==> config.mk <==
export PLATFORM = sky130hd
export DESIGN_NAME = mips_multicycle_controller
export DESIGN_NICKNAME = d
export VERILOG_FILES = /design/src/rtl/mips_ctrl_pkg.sv /design/src/rtl/mips_multicycle_controller_alu_decoder.sv /design/src/rtl/mips_multicycle_controller.sv
export SDC_FILE = /design/constraint.sdc
export NUM_CORES = 1
export LEC_CHECK = 0
export CELL_PAD_IN_SITES_DETAIL_PLACEMENT = 0
export CELL_PAD_IN_SITES_GLOBAL_PLACEMENT = 1
export CORE_MARGIN = 1.5
export CORE_UTILIZATION = 26
export CTS_CLUSTER_DIAMETER = 60
export DETAILED_ROUTE_END_ITERATION = 8
export GPL_TIMING_DRIVEN = 1
export PLACE_DENSITY_LB_ADDON = 0.1
export REMOVE_ABC_BUFFERS = 1
export SYNTH_ARGS = -nofsm -noshare
export SYNTH_HDL_FRONTEND = slang
export SYNTH_HIERARCHICAL = 1
export SYNTH_SLANG_ARGS = --single-unit
==> constraint.sdc <==
create_clock -name clk -period 3.1 [get_ports clk]
set_input_delay 0.62 -clock clk [delete_from_list [all_inputs] [get_ports clk]]
set_output_delay 0.62 -clock clk [all_outputs]
set_load 0.01 [all_outputs]
==> src/rtl/mips_ctrl_pkg.sv <==
// Shared encodings for the multicycle MIPS control path: FSM states, opcodes,
// ALUOp codes and datapath mux selects.
package mips_ctrl_pkg;

  typedef enum logic [3:0] {
    S_FETCH    = 4'd0,
    S_DECODE   = 4'd1,
    S_MEMADR   = 4'd2,
    S_MEMREAD  = 4'd3,
    S_MEMWB    = 4'd4,
    S_MEMWRITE = 4'd5,
    S_EXECUTE  = 4'd6,
    S_ALUWB    = 4'd7,
    S_BRANCH   = 4'd8,
    S_ADDIEX   = 4'd9,
    S_ADDIWB   = 4'd10,
    S_JUMP     = 4'd11
  } state_t;

  localparam logic [5:0] OP_RTYPE = 6'b000000;
  localparam logic [5:0] OP_LW    = 6'b100011;
  localparam logic [5:0] OP_SW    = 6'b101011;
  localparam logic [5:0] OP_BEQ   = 6'b000100;
  localparam logic [5:0] OP_ADDI  = 6'b001000;
  localparam logic [5:0] OP_J     = 6'b000010;

  localparam logic [1:0] ALUOP_ADD   = 2'b00;
  localparam logic [1:0] ALUOP_SUB   = 2'b01;
  localparam logic [1:0] ALUOP_FUNCT = 2'b10;

  localparam logic [1:0] SRCB_B      = 2'b00;
  localparam logic [1:0] SRCB_FOUR   = 2'b01;
  localparam logic [1:0] SRCB_IMM    = 2'b10;
  localparam logic [1:0] SRCB_IMM_SH = 2'b11;

  localparam logic [1:0] PCSRC_ALU    = 2'b00;
  localparam logic [1:0] PCSRC_ALUOUT = 2'b01;
  localparam logic [1:0] PCSRC_JUMP   = 2'b10;

endpackage

==> src/rtl/mips_multicycle_controller_alu_decoder.sv <==
// ALU control decoder shared with the single-cycle core: maps ALUOp and the
// R-type funct field onto the 3-bit ALUControl code.
import mips_ctrl_pkg::*;

module alu_decoder (
  input  logic [1:0] aluop,
  input  logic [5:0] op,
  input  logic [5:0] funct,
  output logic [2:0] alucontrol
);

  // The opcode is part of the legacy interface but does not affect the result.
  logic op_unused_s;
  assign op_unused_s = ^op;

  // ALUOp selects a fixed operation or defers to the funct field.
  always_comb begin
    alucontrol = 3'b010;
    case (aluop)
      ALUOP_ADD: alucontrol = 3'b010;
      ALUOP_SUB: alucontrol = 3'b110;
      ALUOP_FUNCT: begin
        case (funct)
          6'b100000: alucontrol = 3'b010;
          6'b100010: alucontrol = 3'b110;
          6'b100100: alucontrol = 3'b000;
          6'b100101: alucontrol = 3'b001;
          6'b101010: alucontrol = 3'b111;
          default:   alucontrol = 3'b010;
        endcase
      end
      default: alucontrol = 3'b010;
    endcase
  end

endmodule

==> src/rtl/mips_multicycle_controller.sv <==
// Main control FSM of the multicycle MIPS datapath: one state per clock,
// Moore-style datapath controls, write strobes gated by memory readiness.
import mips_ctrl_pkg::*;

module mips_multicycle_controller #(
  parameter bit WAIT_MEM = 1'b1
) (
  input  logic       clk,
  input  logic       rst,
  input  logic [5:0] Opcode,
  input  logic [5:0] Funct,
  input  logic       Zero,
  input  logic       MemReady,
  output logic       IorD,
  output logic       MemWrite,
  output logic       IRWrite,
  output logic       RegDst,
  output logic       MemtoReg,
  output logic       RegWrite,
  output logic       ALUSrcA,
  output logic [1:0] ALUSrcB,
  output logic [1:0] PCSrc,
  output logic       PCEn,
  output logic [2:0] ALUControl,
  output logic [3:0] State,
  output logic       Illegal
);

  logic [3:0] state_r;
  logic [3:0] next_s;
  logic       ready_s;
  logic [1:0] aluop_s;
  logic       pcwrite_s;
  logic       branch_s;
  logic       irwrite_s;
  logic       memwrite_s;
  logic       regwrite_s;
  logic       illegal_s;

  assign ready_s = WAIT_MEM ? MemReady : 1'b1;

  // State register; reset returns to FETCH immediately.
  always_ff @(posedge clk or negedge rst) begin
    if (!rst) begin
      state_r <= S_FETCH;
    end else begin
      state_r <= next_s;
    end
  end

  // Next-state selection.
  always_comb begin
    next_s = S_FETCH;
    case (state_r)
      S_FETCH:    next_s = ready_s ? S_DECODE : S_FETCH;
      S_DECODE: begin
        case (Opcode)
          OP_LW, OP_SW: next_s = S_MEMADR;
          OP_RTYPE:     next_s = S_EXECUTE;
          OP_BEQ:       next_s = S_BRANCH;
          OP_ADDI:      next_s = S_ADDIEX;
          OP_J:         next_s = S_JUMP;
          default:      next_s = S_FETCH;
        endcase
      end
      S_MEMADR: begin
        if (Opcode == OP_LW) begin
          next_s = S_MEMREAD;
        end else begin
          next_s = S_MEMWRITE;
        end
      end
      S_MEMREAD:  next_s = ready_s ? S_MEMWB : S_MEMREAD;
      S_MEMWB:    next_s = S_FETCH;
      S_MEMWRITE: next_s = ready_s ? S_FETCH : S_MEMWRITE;
      S_EXECUTE:  next_s = S_ALUWB;
      S_ALUWB:    next_s = S_FETCH;
      S_BRANCH:   next_s = S_FETCH;
      S_ADDIEX:   next_s = S_ADDIWB;
      S_ADDIWB:   next_s = S_FETCH;
      S_JUMP:     next_s = S_FETCH;
      default:    next_s = S_FETCH;
    endcase
  end

  // Per-state datapath controls; unused codes 12-15 drive everything low.
  always_comb begin
    IorD       = 1'b0;
    RegDst     = 1'b0;
    MemtoReg   = 1'b0;
    ALUSrcA    = 1'b0;
    ALUSrcB    = SRCB_B;
    PCSrc      = PCSRC_ALU;
    aluop_s    = ALUOP_ADD;
    pcwrite_s  = 1'b0;
    branch_s   = 1'b0;
    irwrite_s  = 1'b0;
    memwrite_s = 1'b0;
    regwrite_s = 1'b0;
    illegal_s  = 1'b0;
    case (state_r)
      S_FETCH: begin
        ALUSrcB   = SRCB_FOUR;
        irwrite_s = ready_s;
        pcwrite_s = ready_s;
      end
      S_DECODE: begin
        ALUSrcB = SRCB_IMM_SH;
        case (Opcode)
          OP_LW, OP_SW, OP_RTYPE, OP_BEQ, OP_ADDI, OP_J: illegal_s = 1'b0;
          default:                                       illegal_s = 1'b1;
        endcase
      end
      S_MEMADR: begin
        ALUSrcA = 1'b1;
        ALUSrcB = SRCB_IMM;
      end
      S_MEMREAD: IorD = 1'b1;
      S_MEMWB: begin
        MemtoReg   = 1'b1;
        regwrite_s = 1'b1;
      end
      S_MEMWRITE: begin
        IorD       = 1'b1;
        memwrite_s = 1'b1;
      end
      S_EXECUTE: begin
        ALUSrcA = 1'b1;
        aluop_s = ALUOP_FUNCT;
      end
      S_ALUWB: begin
        RegDst     = 1'b1;
        regwrite_s = 1'b1;
      end
      S_BRANCH: begin
        ALUSrcA  = 1'b1;
        aluop_s  = ALUOP_SUB;
        PCSrc    = PCSRC_ALUOUT;
        branch_s = 1'b1;
      end
      S_ADDIEX: begin
        ALUSrcA = 1'b1;
        ALUSrcB = SRCB_IMM;
      end
      S_ADDIWB: regwrite_s = 1'b1;
      S_JUMP: begin
        PCSrc     = PCSRC_JUMP;
        pcwrite_s = 1'b1;
      end
      default: illegal_s = 1'b0;
    endcase
  end

  // Strobes are qualified by rst so none can be seen while reset is low.
  assign IRWrite  = rst & irwrite_s;
  assign MemWrite = rst & memwrite_s;
  assign RegWrite = rst & regwrite_s;
  assign Illegal  = rst & illegal_s;
  assign PCEn     = rst & (pcwrite_s | (branch_s & Zero));
  assign State    = state_r;

  alu_decoder u_alu_decoder (
    .aluop      (aluop_s),
    .op         (Opcode),
    .funct      (Funct),
    .alucontrol (ALUControl)
  );

endmodule

==> flow_summary.json, run 1 <==
{
  "worst-path-buf-inv": 2,
  "vias": 797,
  "avgSynthCellArea_um2": 7.60,
  "yosysWarnings": 6,
  "num-nets-final": 145,
  "p_leak_nw": 0.383,
  "viasPerCell": 5.14,
  "grt-ovfl-total": 0,
  "p_sw_mw": 0.113,
  "ys_seq_elements": 4,
  "p_per_area_mw_per_mm2": 284,
  "wl_per_cell_um": 13.1,
  "finalSetupViolCount": 0,
  "mostFrequentLayoutCells": "35 x clkdlybuf4s50_1, 7 x nor2_1, 6 x nor3_1",
  "crit_arrival_ps": 2320,
  "pwr-share-clk": 0.207,
  "cap_violations": 0,
  "port_buffers": 35,
  "cts_root_buffer": "clkbuf_4",
  "yosysSeqAreaShare": 0.146,
  "synth_edf_count": 0,
  "cp-startpoint": "State[2]",
  "initial_core_util": 0.276,
  "grt_antenna_before_repair": 0,
  "grt_max_degree": 19,
  "largest_register_ff_count": 4,
  "core_mm2": 0.00248,
  "grt_pass1_vias": 717,
  "insertion_delay_ps": 230,
  "worstSetupEndpointType": "output port",
  "max_stage_delay_ps": 550,
  "fmax_ghz": 0.340,
  "dieArea_mm2": 0.00295,
  "cts_tree": "done",
  "antenna_left": 0,
  "swShare": 0.363,
  "synth_cell_types": 39,
  "ctsHoldBuffers": 0,
  "grt_use_total": 0.150,
  "whs_ps": 663,
  "reg2reg_from": "State[0]",
  "layout_min_cycle_time_ps": 2940,
  "dr.pass1.iters": 3,
  "first_iter_violations": 8,
  "area_delta_synth_final_pct": 60.0,
  "worstHoldPathType": "flop to flop",
  "htreeDepth": 1,
  "p_int_mw": 0.198,
  "worstPathMaxFanout": 4,
  "final_area_mm2": 0.00109,
  "clk_pin_slew_worst_paths_ps": 40,
  "fin_setup_tns_ps": 0,
  "synth_async_sr_flop_share": 1.00,
  "dp_hpwl_um": 1540,
  "rsz0062_at_grt": "no",
  "clock_tree.buffer_depth": 2,
  "ios": 36,
  "hold_violations": 0,
  "startpoint_type": "flop",
  "die_w_um": 54.3,
  "grt_pass1_wl_um": 3220,
  "n_antenna_cell": 0,
  "fillers": 276,
  "relSlewSlack": 0.737,
  "synth_flop_cell": "dfrtp_1",
  "layout-drive-gt1-share": 0.104,
  "worstPathCellList": "nand2b_1 -> nor3_4 -> inv_1 -> ha_1 -> nand4bb_1 -> o22ai_1 -> clkdlybuf4s50_1",
  "cts_buffers": 3,
  "fin_worst_skew_ps": 0.257,
  "share_comb_of_total_power": 0.589,
  "syn-cell-area_um2": 684,
  "syn_inst": 90,
  "clock-sinks": 4,
  "cp_data_required_time_ps": 2480,
  "drcViolationCount": 0,
  "die_height_um": 54.3,
  "worst_path_dominant_cell_family": "simple AND/OR/NAND/NOR gates",
  "slowest_stage": "clkdlybuf4s50_1",
  "final_common_cell": "clkdlybuf4s50_1",
  "drv_slew": 0,
  "fin_crit_sh": 0.950,
  "tightest_slew_ps": 389,
  "status": "finished, final reports clean",
  "critical_path_class": "flop to output port",
  "sequentialPowerShare": 0.204,
  "vdd_drop_max_mv": 0.123,
  "dpl-instance-area_mm2": 0.00106,
  "place_congestion": 0.773,
  "min_from": "State[2]",
  "row_count": 18,
  "drt-total-wl_um": 2030
}
[cell usage after synthesis, drive strengths merged (2+ instances only)]
| library cell | number | share of area |
|---|---|---|
| a21oi | 3 | 0.022 |
| a31oi | 2 | 0.018 |
| and3 | 5 | 0.046 |
| buf | 8 | 0.075 |
| dfrtp | 4 | 0.15 |
| ha | 2 | 0.037 |
| inv | 5 | 0.027 |
| nand2 | 3 | 0.016 |
| nand2b | 5 | 0.046 |
| nand3b | 3 | 0.033 |
| nand4b | 2 | 0.026 |
| nand4bb | 4 | 0.073 |
| nor2 | 8 | 0.044 |
| nor2b | 2 | 0.018 |
| nor3 | 7 | 0.051 |
| nor3b | 2 | 0.029 |
| nor4b | 2 | 0.026 |
| o2111ai | 2 | 0.026 |
| o211ai | 2 | 0.022 |
| o21a | 2 | 0.022 |
| o21ai | 3 | 0.022 |
| or3b | 2 | 0.026 |
| xor2 | 2 | 0.026 |
[per-stage QoR]
step           power, mW  cells  setup WS, ps  utilization
6_report           0.310    155           156        0.442
2_1_floorplan      0.148     82           430            -
3_3_place_gp       0.243    152           225        0.427
4_1_cts            0.314    155           108        0.438
5_1_grt            0.332    155          6.08        0.442
3_5_place_dp       0.244    152           187        0.427
[path summary, 6_finish.rpt]
path | end | slack, ps | cells after the start
worst min-delay path | State[3] | 660 | 2
worst max register to register | State[2] | 1690 | 4
max in group asynchronous | State[1] | 2260 | 2
worst max-delay path | ALUControl[2] | 160 | 7
worst min register to register | State[3] | 660 | 2
min in group asynchronous | State[3] | 720 | 2
[final cells by class]
class	instances	area, um^2	area share
Multi-Input combinational cell	73	528	0.482
Tap cell	30	37.5	0.0343
Clock buffer	3	22.5	0.0206
Sequential cell	4	100	0.0914
Timing Repair Buffer	40	388	0.354
Inverter	5	18.8	0.0171
[worst reg2reg max path, cell delays in order (launching register included)]
cell and delay (ps):
dfrtp_1 400, buf_4 210, nor2b_1 180, and3_1 170, a221o_1 320
[metal layers]
metal / routed length (um) / vias up / track usage
li1: - / 407 / -
met1: 951 / 370 / 0.202
met2: 950 / 18 / 0.233
met3: 121 / 2 / 0.0273
met4: 10 / 0 / 0.0625
met5: 0 / - / 0
[timing repair]
action                                  CTS  global route
resized for setup                         1             2
setup buffers                             0             0
endpoints found under the setup margin    1             2
[power groups by stage]
stage | Sequential, mW | Combinational (mW) | Clock (mW)
final | 0.0634 | 0.183 | 0.0643
after global routing | 0.0643 | 0.198 | 0.0696
after CTS | 0.0619 | 0.184 | 0.0678
after detailed placement | 0.0619 | 0.183 | 0
after global placement | 0.0619 | 0.182 | 0
after floorplan | 0.0799 | 0.0677 | 0
[logic make-up after synthesis]
| kind of cell | after synthesis | share of synthesized area |
|---|---|---|
| simple gates | 47 | 0.455 |
| compound gates | 20 | 0.205 |
| buf+inv | 13 | 0.102 |
| flops | 4 | 0.146 |
| xor+xnor | 3 | 0.0384 |
| fa+ha+maj | 2 | 0.0366 |
| mux | 1 | 0.0165 |
Power figures use the tool's default switching activity.
==> run 2, diff against run 1 <==
--- a/config.mk
+++ b/config.mk
@@ -14,6 +14,7 @@
 export GPL_TIMING_DRIVEN = 1
 export PLACE_DENSITY_LB_ADDON = 0.1
 export REMOVE_ABC_BUFFERS = 1
+export SKIP_LAST_GASP = 1
 export SYNTH_ARGS = -nofsm -noshare
 export SYNTH_HDL_FRONTEND = slang
 export SYNTH_HIERARCHICAL = 1
==> results of run 2 <==
No change in the layout: final DEF, timing and power equal those of run 1.
==> run 3, diff against run 2 <==
--- a/config.mk
+++ b/config.mk
@@ -5,6 +5,7 @@
 export SDC_FILE = /design/constraint.sdc
 export NUM_CORES = 1
 export LEC_CHECK = 0
+export CAP_MARGIN = 20
 export CELL_PAD_IN_SITES_DETAIL_PLACEMENT = 0
 export CELL_PAD_IN_SITES_GLOBAL_PLACEMENT = 1
 export CORE_MARGIN = 1.5
@@ -19,3 +20,4 @@
 export SYNTH_HDL_FRONTEND = slang
 export SYNTH_HIERARCHICAL = 1
 export SYNTH_SLANG_ARGS = --single-unit
+export TNS_END_PERCENT = 10
==> results of run 3 <==
No change in the layout: final DEF, timing and power equal those of run 1.
